==> src/rtl/irda_sir_transmitter.sv <==
// IrDA SIR transmitter: serialises one async frame (start, data LSB-first, stop)
// with RZI encoding, where every 0 bit is a short high pulse at the start of its period.
module irda_sir_transmitter #(
  parameter int BIT_CYCLES   = 5208,
  parameter int PULSE_CYCLES = 977,
  parameter int DATA_BITS    = 8
) (
  input  logic                 clk,
  input  logic                 rst,
  input  logic                 rst_transmitter,
  input  logic                 ena_trans,
  input  logic                 start_trans,
  input  logic [DATA_BITS-1:0] tx_data,
  output logic                 ir_tx,
  output logic                 busy,
  output logic                 trans_done
);

  localparam int CW = (BIT_CYCLES > 1) ? $clog2(BIT_CYCLES) : 1;
  localparam int BW = (DATA_BITS > 1) ? $clog2(DATA_BITS) : 1;

  typedef enum logic [2:0] {IDLE, START, DATA, STOP, DONE} state_t;

  state_t               state;
  logic [CW-1:0]        cyc_cnt;
  logic [BW-1:0]        bit_cnt;
  logic [DATA_BITS-1:0] shift;

  logic [CW-1:0]        cyc_nxt;
  logic [DATA_BITS-1:0] shift_nxt;
  logic                 wrap;
  logic                 in_pulse_nxt;

  assign cyc_nxt      = cyc_cnt + CW'(1);
  assign shift_nxt    = shift >> 1;
  assign wrap         = (cyc_cnt == CW'(BIT_CYCLES - 1));
  assign in_pulse_nxt = (cyc_nxt < CW'(PULSE_CYCLES));

  // ir_tx is registered, so each branch loads the value the *next* cycle needs:
  // that cycle's bit and counter position decide whether the pulse is on.
  always_ff @(posedge clk or negedge rst) begin
    if (!rst) begin
      state      <= IDLE;
      cyc_cnt    <= '0;
      bit_cnt    <= '0;
      shift      <= '0;
      ir_tx      <= 1'b0;
      busy       <= 1'b0;
      trans_done <= 1'b0;
    end else if (rst_transmitter) begin
      state      <= IDLE;
      cyc_cnt    <= '0;
      bit_cnt    <= '0;
      shift      <= '0;
      ir_tx      <= 1'b0;
      busy       <= 1'b0;
      trans_done <= 1'b0;
    end else begin
      // NOTE: non-blocking assignments throughout, so every branch reads the
      // pre-edge values of state, counters and shift register.
      case (state)
        IDLE: begin
          trans_done <= 1'b0;
          ir_tx      <= 1'b0;
          if (ena_trans && start_trans) begin
            state   <= START;
            shift   <= tx_data;
            cyc_cnt <= '0;
            bit_cnt <= '0;
            busy    <= 1'b1;
            ir_tx   <= 1'b1;
          end
        end

        START, DATA, STOP: begin
          if (!ena_trans) begin
            state   <= IDLE;
            cyc_cnt <= '0;
            bit_cnt <= '0;
            busy    <= 1'b0;
            ir_tx   <= 1'b0;
          end else if (!wrap) begin
            cyc_cnt <= cyc_nxt;
            unique case (state)
              START:   ir_tx <= in_pulse_nxt;
              DATA:    ir_tx <= in_pulse_nxt && !shift[0];
              default: ir_tx <= 1'b0;
            endcase
          end else begin
            cyc_cnt <= '0;
            unique case (state)
              START: begin
                state   <= DATA;
                bit_cnt <= '0;
                ir_tx   <= !shift[0];
              end
              DATA: begin
                shift <= shift_nxt;
                if (bit_cnt == BW'(DATA_BITS - 1)) begin
                  state <= STOP;
                  ir_tx <= 1'b0;
                end else begin
                  bit_cnt <= bit_cnt + BW'(1);
                  ir_tx   <= !shift_nxt[0];
                end
              end
              default: begin
                state      <= DONE;
                trans_done <= 1'b1;
                ir_tx      <= 1'b0;
              end
            endcase
          end
        end

        DONE: begin
          state      <= IDLE;
          busy       <= 1'b0;
          trans_done <= 1'b0;
          ir_tx      <= 1'b0;
        end

        default: begin
          state      <= IDLE;
          busy       <= 1'b0;
          trans_done <= 1'b0;
          ir_tx      <= 1'b0;
        end
      endcase
    end
  end

endmodule

==> config.mk <==
export PLATFORM = sky130hd
export DESIGN_NAME = irda_sir_transmitter
export DESIGN_NICKNAME = d
export VERILOG_FILES = /design/src/rtl/irda_sir_transmitter.sv
export SDC_FILE = /design/constraint.sdc
export NUM_CORES = 1
export LEC_CHECK = 0
export CAP_MARGIN = 5
export CORE_AREA = 4 4 64 66
export DETAILED_ROUTE_END_ITERATION = 12
export DIE_AREA = 0 0 68 70
export PLACE_DENSITY = 0.71
export SLEW_MARGIN = 20
export SYNTH_ARGS = -nofsm -noshare
export SYNTH_HDL_FRONTEND = slang
export SYNTH_SLANG_ARGS = --single-unit
export TNS_END_PERCENT = 5
==> constraint.sdc <==
create_clock -name clk -period 2.3 [get_ports clk]
set_input_delay 0.23 -clock clk [delete_from_list [all_inputs] [get_ports clk]]
set_output_delay 0.23 -clock clk [all_outputs]
set_load 0.02 [all_outputs]
==> results.ini, run 1 <==
[global_routing]
grt_start_max_net_pins = 31
grt_antenna_before_repair = 0
top_usage_layer = met2
met1_usage_pct = 26.1
grt_pass1_vias = 1591
grtUsageTotal_pct = 20.1
use_met2_pct = 30.8
grt_pass1_wl_um = 7450
grt_use_met3_pct = 5.95
overflow = 0

[pwr]
power_density_nw_per_um2 = 513
total_power_uw = 1100
leakagePower_uw = 0.000909
irDropWorstVdd_v = 0.000212

[route]
wl_per_cell_um = 15.7
drtPass1Iterations = 4
via_per_inst = 6.21
num_vias = 1708
drc = 0
routed_wl_um = 4330
drtIter0Drc = 216
ant_nets = 0

[timing]
final_max_slew_viol_count = 0
hold_viol_final = 0
setup_violations = 0
post-route-min-period_ps = 2120
hold_slack_ps = 274
setup_slack_ps = 184
finalSetupTns_ps = 0
skew_ps = 14.7
fin_crit_sh_pct = 92.0
fmax_ghz = 0.473
worstMarginPinSlew_ps = 545
rsz0062_at_grt = no
maxSlewHeadroom_pct = 63.3

[synthesis]
yosys_register_bits = 30
synth_edf_count = 0
postSynthAreaPerCell_um2 = 9.23
syn_area_um2 = 1890
syn_nets = 221
async_reset_ff_share_pct = 100
synth-main-ff-cell = dfrtp_1
ys_seq_area_share_pct = 39.7
synthCells = 205
synth_cell_types = 52
synth_warnings = 0

[cts]
cts_tree = built
cts_root_buf = clkbuf_4
clock_sink_count = 30
clockBufferDepth = 2
cts_max_level = 2
clock_latency_ps = 340
cts_buffers = 5
hold_buffers = 0
clk_pin_slew_ps = 100

[placement]
dp_hpwl_um = 3040
place_ws_ps = 122
gp_congestion = 0.961
dpl_cell_area_um2 = 2070
port_buffers = 15

[final_layout]
drive_gt1_share_pct = 15.0
fillerInstances = 312
n_antenna_cell = 0
layout_commonest_cell = dfrtp_1
syn2layout_area_growth_pct = 13.2
fin_nets = 243
final_cell_mix = dfrtp_1 (30), o21ai_0 (21), nor2_1 (17), clkdlybuf4s50_1 (15), nor3_1 (13)
stdcell_area_um2 = 2140

[worst_setup_path]
end_kind = register
crit_required_ps = 2530
crit_type = reg -> reg
cp.arrival_ps = 2350
critPathLaunchType = register
critPathMaxFanout = 8

[die]
num_rows = 22
core_um2 = 3580
die-area_um2 = 4760
die_x_um = 68
start_util_pct = 52.9
io_pins = 16
die_h_um = 70

[job]
maxCapViolCount = 0

[run_status]
outcome = complete, no violations

[hold_path]
hold_class = in -> async

timing repair:
action                                  in CTS  in global routing
buffers inserted                             0                  2
endpoints found under the setup margin       0                  8
gates resized for setup                      0                  1
cells by family (layout without fill, tap and decap cells):
| family | count (synthesis) | after routing | synth area share [%] |
|---|---|---|---|
| adder cells (fa/ha/maj) | 3 | 3 | 1.98 |
| XOR/XNOR | 3 | 3 | 1.39 |
| multiplexers | 8 | 8 | 4.50 |
| AO/OA/AOI/OAI | 60 | 60 | 21.3 |
| flip-flops | 30 | 30 | 39.7 |
| AND/OR/NAND/NOR | 83 | 83 | 24.4 |
| buffers and inverters | 18 | 40 | 6.75 |
layout make-up:
type	count	area [µm²]	share of cell area, %
multi-input combinational	157	1020	47.6
timing repair buffer	27	240	11.2
tap	48	60.1	2.81
clock inverter	2	10.0	0.468
sequential	30	751	35.1
inverter	6	22.5	1.05
clock buffer	5	37.5	1.75
report_power, final:
group / internal, µW / switching (µW)
logic: 106 / 120
clock network: 110 / 181
registers: 553 / 26.9
routing by layer:
layer	vias to the layer above	wire length [µm]	share of wire (%)
met5	-	0	0
met4	0	90	2.1
met3	14	341	7.9
met2	76	2080	48
met1	811	1820	42
li1	807	-	-
synthesized netlist by cell type (all sizes together), types with 2 or more instances:
library cell   n  area share, %
dfrtp         30             40
o21ai         21            5.6
nor2          18            3.7
nor3          14            4.3
nand2         12            2.4
a211oi        10            4.2
a21oi          9            2.4
nand3          9            2.4
mux2i          7            3.7
buf            6            2.8
clkbuf         6            2.8
inv            6            1.2
nand2b         6            2.0
nor4           5            2.0
or3            4            1.5
a22o           3            1.4
and3           3            1.1
ha             3            2.0
or2            3           0.99
a21o           2           0.79
a31oi          2           0.66
nand3b         2           0.79
nand4          2           0.66
nand4bb        2            1.2
o32a           2            1.1
xnor2          2           0.93
sequential cells by signal, summed over array words and instances, names as in the netlist:
name,flops
bit_cnt,3
trans_done,1
ir_tx,1
state,3
shift,8
busy,1
cyc_cnt,13
metrics by stage:
stage / cells / utilization, %
floorplan: 205 / -
global placement: 266 / 57.9
detailed placement: 266 / 57.9
CTS: 273 / 59.2
global route: 275 / 59.8
finish: 275 / 59.8
path summary, 6_finish.rpt:
check,start,endpoint,slack (ps),cells after the start
min in group clk,tx_data[7],shift[7],480,3
min reg2reg,bit_cnt[1],bit_cnt[1],530,1
max reg2reg,cyc_cnt[0],bit_cnt[0],180,6
max,cyc_cnt[0],bit_cnt[0],180,6
min,rst,shift[2],270,2
max in group asynchronous,rst,cyc_cnt[7],1730,2
critical path: stages, from the launching register on:
cell      delay, ps
dfrtp_1         460
ha_1            340
nand4b_1        230
nor3_4          260
or2_1           290
o221ai_2        160
mux2_4          280
Power figures use the tool's default switching activity.
==> run 2, diff against run 1 <==
- SLEW_MARGIN: 20 -> not set
==> results of run 2 <==
Same layout as run 1: the final DEF is identical, and so are final timing and power.
==> run 3, diff against run 2 <==
- CORE_AREA: 4 4 64 66 -> 4 4 70 72
- DIE_AREA: 0 0 68 70 -> 0 0 74 76
- PLACE_DENSITY: 0.71 -> 0.6
==> run 3 against run 2 <==
Net effect:
- first-iteration DRC count shrank 57%
- setup slack lost 24 ps
- sequential power is essentially flat
- sequential share of layout area shrank 0.96 points
- utilization shrank 8.6 points
- combinational power shrank 3%
- via count shrank 1.8%
- fmax shrank 1.1%
- clock skew shrank 5.9 ps
==> results.ini, run 3 (synthesis gave the netlist of run 1 again) <==
[run_status]
outcome = complete, no violations

[worst_setup_path]
end_kind = register
critPathMaxFanout = 8
critPathLaunchType = register
crit_required_ps = 2460
cp-startpoint = cyc_cnt[8]
crit_type = reg -> reg
cp.arrival_ps = 2300
ff2ff_setup_slack_ps = 160
rr_startpoint = cyc_cnt[8]

[cts]
cts_resized = 0
clk_pin_slew_ps = 70
clockBufferDepth = 2
cts_buffers = 5
clock_sink_count = 30
cts_tree = built
cts_root_buf = clkbuf_8
clock_latency_ps = 280
cts_max_level = 2
post-cts-setup-buffer-count = 0
hold_buffers = 0

[global_routing]
grt_pass1_wl_um = 7670
met1_usage_pct = 21.9
grt_use_met3_pct = 4.09
grt_start_max_net_pins = 31
grtUsageTotal_pct = 17.0
overflow = 0
use_met2_pct = 26.9
top_usage_layer = met2
grt_pass1_vias = 1642
grt_antenna_before_repair = 0

[route]
routed_wl_um = 4520
num_vias = 1677
drtPass1Iterations = 4
drtIter0Drc = 93
wl_per_cell_um = 16.2
via_per_inst = 6.01
ant_nets = 0
drc = 0

[die]
io_pins = 16
die_h_um = 76
die-area_um2 = 5620
num_rows = 24
die_x_um = 74
start_util_pct = 44.1
core_um2 = 4290

[final_layout]
final_cell_mix = dfrtp_1 (30), o21ai_0 (21), nor2_1 (17), clkdlybuf4s50_1 (15), nor3_1 (13)
fin_nets = 242
multi_input_area_um2 = 1020
drive_gt1_share_pct = 15.0
syn2layout_area_growth_pct = 16.3
n_antenna_cell = 0
final-seq-area_um2 = 751
largest_register_ff_count = 13
reg_top3 = cyc_cnt x13, shift x8
stdcell_area_um2 = 2200
layout_commonest_cell = dfrtp_1
fillerInstances = 393
regMostFlops = cyc_cnt
fin_util_pct = 51.3

[placement]
dp_hpwl_um = 3180
port_buffers = 15
gp_congestion = 0.856
dpl_cell_area_um2 = 2080

[timing]
finalSetupTns_ps = 0
fin_crit_sh_pct = 93.1
setup_violations = 0
post-route-min-period_ps = 2140
skew_ps = 8.79
rsz0062_at_grt = no
hold_viol_final = 0
worstMarginPinSlew_ps = 634
fmax_ghz = 0.467
maxSlewHeadroom_pct = 57.4
final_max_slew_viol_count = 0

[job]
maxCapViolCount = 0

[pwr]
power_density_nw_per_um2 = 591
total_power_uw = 1300
leakagePower_uw = 0.000931
irDropWorstVdd_v = 0.000255

[hold_path]
hold_class = in -> async

[run 3: metal layers]
layer,vias up,part of all wire (%)
li1,810,-
met1,810,46
met2,49,48
met3,8,4.9
met4,0,1.0
met5,-,0
[run 3: stage by stage]
step	setup slack [ps]	hold slack [ps]	instances
floorplan	278	-65.6	205
finish	160	339	279
CTS	85.1	348	279
detailed placement	12.8	506	271
global placement	111	498	271
global route	52.6	368	279
[run 3: worst max-delay path, cell delays in order, from the launching register on]
cell and delay [ps]:
dfrtp_1 430, or4b_4 580, nor3_4 240, or2_1 310, o221ai_2 180, mux2_4 280
[run 3: area by class of cell]
| type | instances | share of cell area (%) |
|---|---|---|
| well taps | 52 | 2.96 |
| inverters | 6 | 1.02 |
| clock buffers | 8 | 5.00 |
| multi-input cells | 157 | 46.3 |
| flip-flops and latches | 30 | 34.1 |
| repair buffers | 26 | 10.6 |
[run 3: where the power goes]
group	internal [µW]	switching, µW
Clock	302	198
Combinational	98.8	121
Sequential	554	26.1
Total	955	346
[run 3: final timing paths]
| path | end | cells past startpoint |
|---|---|---|
| setup / recovery | bit_cnt[0] | 5 |
| hold / removal | shift[4] | 2 |
| setup reg to reg | bit_cnt[0] | 5 |
| hold reg to reg | bit_cnt[1] | 1 |
| max in group asynchronous | ir_tx | 2 |
| min in group clk | bit_cnt[1] | 1 |
==> edit 1, RTL diff (flow settings as in run 2) <==
Change the parameter `DATA_BITS` from 8 to 4.
--- a/src/rtl/irda_sir_transmitter.sv
+++ b/src/rtl/irda_sir_transmitter.sv
@@ -4,5 +4,5 @@
   parameter int BIT_CYCLES   = 5208,
   parameter int PULSE_CYCLES = 977,
-  parameter int DATA_BITS    = 8
+  parameter int DATA_BITS    = 4
 ) (
   input  logic                 clk,
Ports: changed (resized tx_data); port bits go from 16 to 12. No check against the original RTL was run, so the function may have changed too.
==> edit 1 against run 2 <==
- synthesized area decreased by 9.1%
- final area down 8.2%
- final cell count down 4.0%
- sequential cell count down 5
- via count fell by 8.0%
- clock skew down 0.0097 ns
- worst setup slack worse by 0.10 ns
- highest routed layer unchanged
- wire length hardly changed
- maximum frequency decreased by 4.7%
Power is not compared: it rests on default switching activity, and its combinational part moved more than twofold at a synthesized area within 25%.
==> edit 1: results (changes against run 2) <==
* Outcome: finished, final reports clean
* Layout cells sized above 1 at 11.6% (-3.4 points)
* Switching part of the total at between 20% and 30%
* Pre-CTS setup slack at -0.0665 ns (-0.189 ns)
* Initial antenna violation count at 0 (unchanged)
* Worst slew margin at 53.6% (-9.7 points)
* Syn Nets at 214 (-3.2%)
* Metal3 WL at 142 um (-58%)
* Final nets at 228 (-6.2%)
* Final clock skew at 0.00497 ns (-0.00974 ns)
* Sequential-to-total area share from yosys stat at 36.4% (-3.3 points)
* TritonCTS Buffers at 3 (-2)
* DP Area at 1920 um2 (-7.4%)
* Postcts setup bufs at 0 (unchanged)
* Met1 Routed Length at 1930 um (+5.8%)
* Total wire length at 4330 um (about the same)
* First-pass GRT wire length at 7340 um (-1.4%)
* GRT Total Usage at 19.5% (-0.58 points)
* Main synth FF type: dfrtp_1
* Crit path DAT at 2.47 ns (+0.12 ns)
* Via density per instance at 5.95 (-4.2%)
* Worst skew pair latency at 0.32 ns (-0.02 ns)
* Synthesized instance count at 203 (-0.98%)
* CTS root buf: clkbuf_4
* CP top delay family: compound AO/OA/AOI/OAI gates
* YS warnings at 0 (unchanged)
* Clk buf depth at 2 (unchanged)
* Detailed placement HPWL at 3160 um (+4.0%)
* Htree depth at 1 (-1)
* Slowest cell delay on critical path at 0.56 ns (+0.10 ns)
* Netlist cell types at 49 (-5.8%)
* Fillcell total at 331 (+6.1%)
* I/O Buffers at 11 (-4)
* Met2 routed WL at 2240 um (+7.9%)
* Initial drt markers at 158 (-27%)
* Leak Pwr at 0.727 nW
* Top layer in use: met4
* Largest regs: cyc_cnt: 13 flops, shift: 4 flops, state: 3 flops
* Critical Path Fanout Max at 10 (+2)
* Vias in the first global route at 1,547 (-2.8%)
* Clk slew on worst S/H paths at 0.14 ns (+0.04 ns)
* Commonest cells post-synth: dfrtp_1, nand2_1, o21ai_0, nor2_1, nor3_1
* GPL Wtd Cong at 0.909 (-5.5%)
* Finished Layout Cells at 264 (-4.0%)
* Synth area leaders: dfrtp_1, o21ai_0, nand2_1, nor3_1, nand3_1
* Largest net degree at the start of global routing at 26 (-16%)
* Pre-antenna DRT Iters at 4 (unchanged)
==> edit 1: cell types whose count changed in the layout (fill, tap and decap cells not counted), moves of 4 or more <==
cell and delta:
o21ai_1 +6, dfrtp_1 -5, nor3b_1 +5, nor2_1 -5, mux2i_1 -6, clkdlybuf4s50_1 -4
nand2_1 +9, a211oi_1 -5
==> edit 1: kinds of logic after synthesis <==
| logic type | share of synthesized area [%] |
|---|---|
| AND/OR/NAND/NOR | 32.0 |
| AO/OA/AOI/OAI | 22.6 |
| flip-flops | 36.4 |
| buffers and inverters | 4.44 |
| XOR/XNOR | 2.55 |
| adder cells (fa/ha/maj) | 1.46 |
| multiplexers | 0.582 |
==> edit 1: final cells by class <==
type / instances / share of cell area (%)
sequential: 25 / 31.8
tap: 48 / 3.06
clock buffer: 4 / 1.34
timing repair buffer: 23 / 10.2
multi-input combinational: 160 / 52.8
inverter: 4 / 0.764
==> edit 1: power groups by stage <==
stage / clock [W] / combinational [W] / sequential, W
global placement: 0 / 0.0000875 / 0.000461
finish: 0.000204 / 0.0000915 / 0.000453
detailed placement: 0 / 0.0000910 / 0.000461
CTS: 0.000211 / 0.0000914 / 0.000453
floorplan: 0 / 0.0000420 / 0.000463
global route: 0.000229 / 0.000102 / 0.000454
==> edit 1: routing by layer <==
metal / GRT usage (%) / vias up
li1: - / 777
met1: 27.0 / 762
met2: 31.9 / 30
met3: 2.25 / 2
met4: 4.86 / 0
met5: 0 / -
==> edit 1: per-stage QoR <==
step / utilization, % / hold slack (ns)
after floorplan: - / -0.0656
after CTS: 54.4 / 0.269
final: 54.9 / 0.260
after global placement: 53.6 / 0.472
after global routing: 54.9 / 0.272
after detailed placement: 53.6 / 0.495
==> edit 1: repair_timing <==
item / 4_1_cts / 5_1_grt
endpoints found under the setup margin: 2 / 14
resized for setup: 1 / 3
pin swaps: 0 / 1
==> edit 1: worst paths after layout <==
check                      startpoint          to  slack [ns]  cells after the start
hold reg to reg            bit_cnt[0]  bit_cnt[0]        0.52                      1
setup / recovery           cyc_cnt[1]       ir_tx        0.08                      6
hold / removal                    rst  cyc_cnt[5]        0.26                      2
max in group asynchronous         rst    state[2]        1.79                      2
setup reg to reg           cyc_cnt[1]       ir_tx        0.08                      6
min in group clk           tx_data[3]    shift[3]        0.49                      3
==> edit 2, RTL diff (config.mk and constraints of run 2) <==
Made on the original files. Put one more register stage on the output `busy`. The value now appears one clock later. The other outputs are not delayed to match.
--- a/src/rtl/irda_sir_transmitter.sv
+++ b/src/rtl/irda_sir_transmitter.sv
@@ -21,4 +21,6 @@
 
   typedef enum logic [2:0] {IDLE, START, DATA, STOP, DONE} state_t;
+
+  logic busy_s0;
 
   state_t               state;
@@ -46,5 +48,5 @@
       shift      <= '0;
       ir_tx      <= 1'b0;
-      busy       <= 1'b0;
+      busy_s0    <= 1'b0;
       trans_done <= 1'b0;
     end else if (rst_transmitter) begin
@@ -54,5 +56,5 @@
       shift      <= '0;
       ir_tx      <= 1'b0;
-      busy       <= 1'b0;
+      busy_s0    <= 1'b0;
       trans_done <= 1'b0;
     end else begin
@@ -68,5 +70,5 @@
             cyc_cnt <= '0;
             bit_cnt <= '0;
-            busy    <= 1'b1;
+            busy_s0 <= 1'b1;
             ir_tx   <= 1'b1;
           end
@@ -78,5 +80,5 @@
             cyc_cnt <= '0;
             bit_cnt <= '0;
-            busy    <= 1'b0;
+            busy_s0 <= 1'b0;
             ir_tx   <= 1'b0;
           end else if (!wrap) begin
@@ -116,5 +118,5 @@
         DONE: begin
           state      <= IDLE;
-          busy       <= 1'b0;
+          busy_s0    <= 1'b0;
           trans_done <= 1'b0;
           ir_tx      <= 1'b0;
@@ -123,5 +125,5 @@
         default: begin
           state      <= IDLE;
-          busy       <= 1'b0;
+          busy_s0    <= 1'b0;
           trans_done <= 1'b0;
           ir_tx      <= 1'b0;
@@ -131,4 +133,8 @@
   end
 
+  always_ff @(posedge clk) begin
+    busy <= busy_s0;
+  end
+
 endmodule
 
Behaviour: not the same (Yosys sat finds a counterexample within 4 cycles, from zero or initial values and one cycle with rst low).
==> edit 2 against run 2 <==
- die area unchanged
- wire length increased by 0.79%
- final area increased by 3.3%
- core utilization increased by 2.0 points
- worst setup slack got worse by 0.051 ns
- first-iteration DRC count decreased by 18%
- synthesized area increased by 0.13%
- count of clock-buffer cells in the layout increased by 3
- sequential cell count increased by 1
- critical path type unchanged
- clock skew decreased by 0.0093 ns
Power is not compared: it rests on default switching activity, and its combinational part moved more than twofold at a synthesized area within 25%.
==> edit 2: results (changes against run 2) <==
* Postcts setup bufs at 0 (unchanged)
* Htree depth at 2 (unchanged)
* Syn Nets at 223 (+0.90%)
* Clk slew on worst S/H paths at 0.10 ns (about the same)
* GPL Wtd Cong at 0.874 (-9.1%)
* Vias in the first global route at 1,686 (+6.0%)
* GRT met1 Usage at 27.1% (+0.98 points)
* Ys async rst share at 96.8% (-3.2 points)
* Worst hold slack at 0.278 ns (+0.00312 ns)
* Synth area leaders: dfrtp_1, o21ai_0, mux2i_1, nor2_1, a211oi_1
* Layout cells sized above 1 at 14.8% (-0.20 points)
* Commonest cells post-synth: dfrtp_1, nor2_1, o21ai_0, nand2_1
* Final clock skew at 0.00541 ns (-0.00931 ns)
* YS warnings at 0 (unchanged)
* Final nets at 245 (+0.82%)
* First-pass GRT wire length at 7720 um (+3.7%)
* Grt met3 use at 4.98% (-0.96 points)
* CTS root buf: clkbuf_4
* Worst min path class: primary input to async pin
* Detailed placement HPWL at 3140 um (+3.4%)
* Worst skew pair latency at 0.32 ns (-0.02 ns)
* TritonCTS Buffers at 5 (unchanged)
* Leak Pwr at between 0.9 and 1 nW
* Outcome: finished, final reports clean
* Initial antenna violation count at 0 (unchanged)
* Post-DR wirelength/cell at 15.7 um (-0.30%)
* Largest regs: cyc_cnt: 13 flops, shift: 8 flops
* Pre-antenna DRT Iters at 4 (unchanged)
* Critical Path Fanout Max at 3 (-5)
* Netlist cell types at 56 (+7.7%)
* Clk buf depth at 2 (unchanged)
* Met2 usage at 33.0% (+2.1 points)
* GRT Total Usage at 20.8% (+0.65 points)
* Cts repair resizes at 0 (unchanged)
* I/O Buffers at 15 (unchanged)
* R2R setup slack at 0.13 ns (-0.05 ns)
* Largest net degree at the start of global routing at 31 (unchanged)
* Diode count at 0 (unchanged)
* Initial drt markers at 178 (-18%)
* Sequential-to-total area share from yosys stat at 40.7% (+1.0 points)
* Fillcell total at 325 (+4.2%)
* Max_cap viols at 0 (unchanged)
* Via density per instance at 6.22 (+0.14%)
* Worst VDD drop at 0.000444 V
* Worst slew margin at 64.3% (+0.99 points)
edit 2: changes by cell type after synthesis, moves of 3 or more:
cell and change:
buf_2 +6, a21oi_1 -5, nand2_1 +5, nand2b_1 -4
nand3_1 -4, nor2_1 +4, buf_6 -3, clkbuf_1 +3
clkbuf_8 -3, nor3_1 -3, nor3b_1 +3, nor4_1 -3
or3b_2 +3
edit 2: routing by layer:
metal | vias up | part of all wire (%)
met5 | - | 0
li1 | 828 | -
met2 | 62 | 51
met3 | 7 | 6.2
met1 | 832 | 42
met4 | 0 | 1.4
edit 2: critical path: stages (launching register included):
cell,delay [ns]
dfrtp_1,0.41
ha_1,0.21
ha_1,0.18
or3b_2,0.49
a311o_2,0.46
mux2_4,0.31
edit 2: path summary, 6_finish.rpt:
kind	start	end	cells after the start
hold / removal	rst	cyc_cnt[4]	2
max in group asynchronous	rst	cyc_cnt[7]	2
setup / recovery	bit_cnt[0]	bit_cnt[0]	5
hold reg to reg	busy_s0	busy	0
min in group clk	busy_s0	busy	0
setup reg to reg	bit_cnt[0]	bit_cnt[0]	5
edit 2: power by group:
group | switching [W] | internal (W)
Clock | 0.000180 | 0.000180
Sequential | 0.0000343 | 0.000600
Combinational | 0.000321 | 0.000254
edit 2: cells by family (layout without fill, tap and decap cells):
family                   Yosys count  in the layout  synth area share, %
AND/OR/NAND/NOR                   81             81                 24.6
AO/OA/AOI/OAI                     61             61                 21.7
flip-flops                        31             31                 40.7
buffers and inverters             19             42                 4.36
multiplexers                      11             11                 6.14
adder cells (fa/ha/maj)            3              3                 1.98
XOR/XNOR                           1              1                0.462
edit 2: final cells by class:
class	instances	area (um2)	share of cell area [%]
Multi-Input combinational cell	157	1040	47.1
Tap cell	48	60.1	2.72
Clock buffer	8	68.8	3.11
Sequential cell	31	771	34.9
Timing Repair Buffer	28	248	11.2
Inverter	6	22.5	1.02
edit 2: stage by stage:
| step | setup slack [ns] | util [%] | instance area [um2] | total power [W] | instances |
|---|---|---|---|---|---|
| after floorplan | 0.259 | - | 1890 | 0.00105 | 207 |
| after global placement | 0.212 | 59.9 | 2140 | 0.00120 | 270 |
| after detailed placement | 0.154 | 59.9 | 2140 | 0.00122 | 270 |
| after CTS | 0.138 | 61.8 | 2210 | 0.00159 | 278 |
| after global routing | 0.0507 | 61.8 | 2210 | 0.00167 | 278 |
| final | 0.133 | 61.8 | 2210 | 0.00157 | 278 |
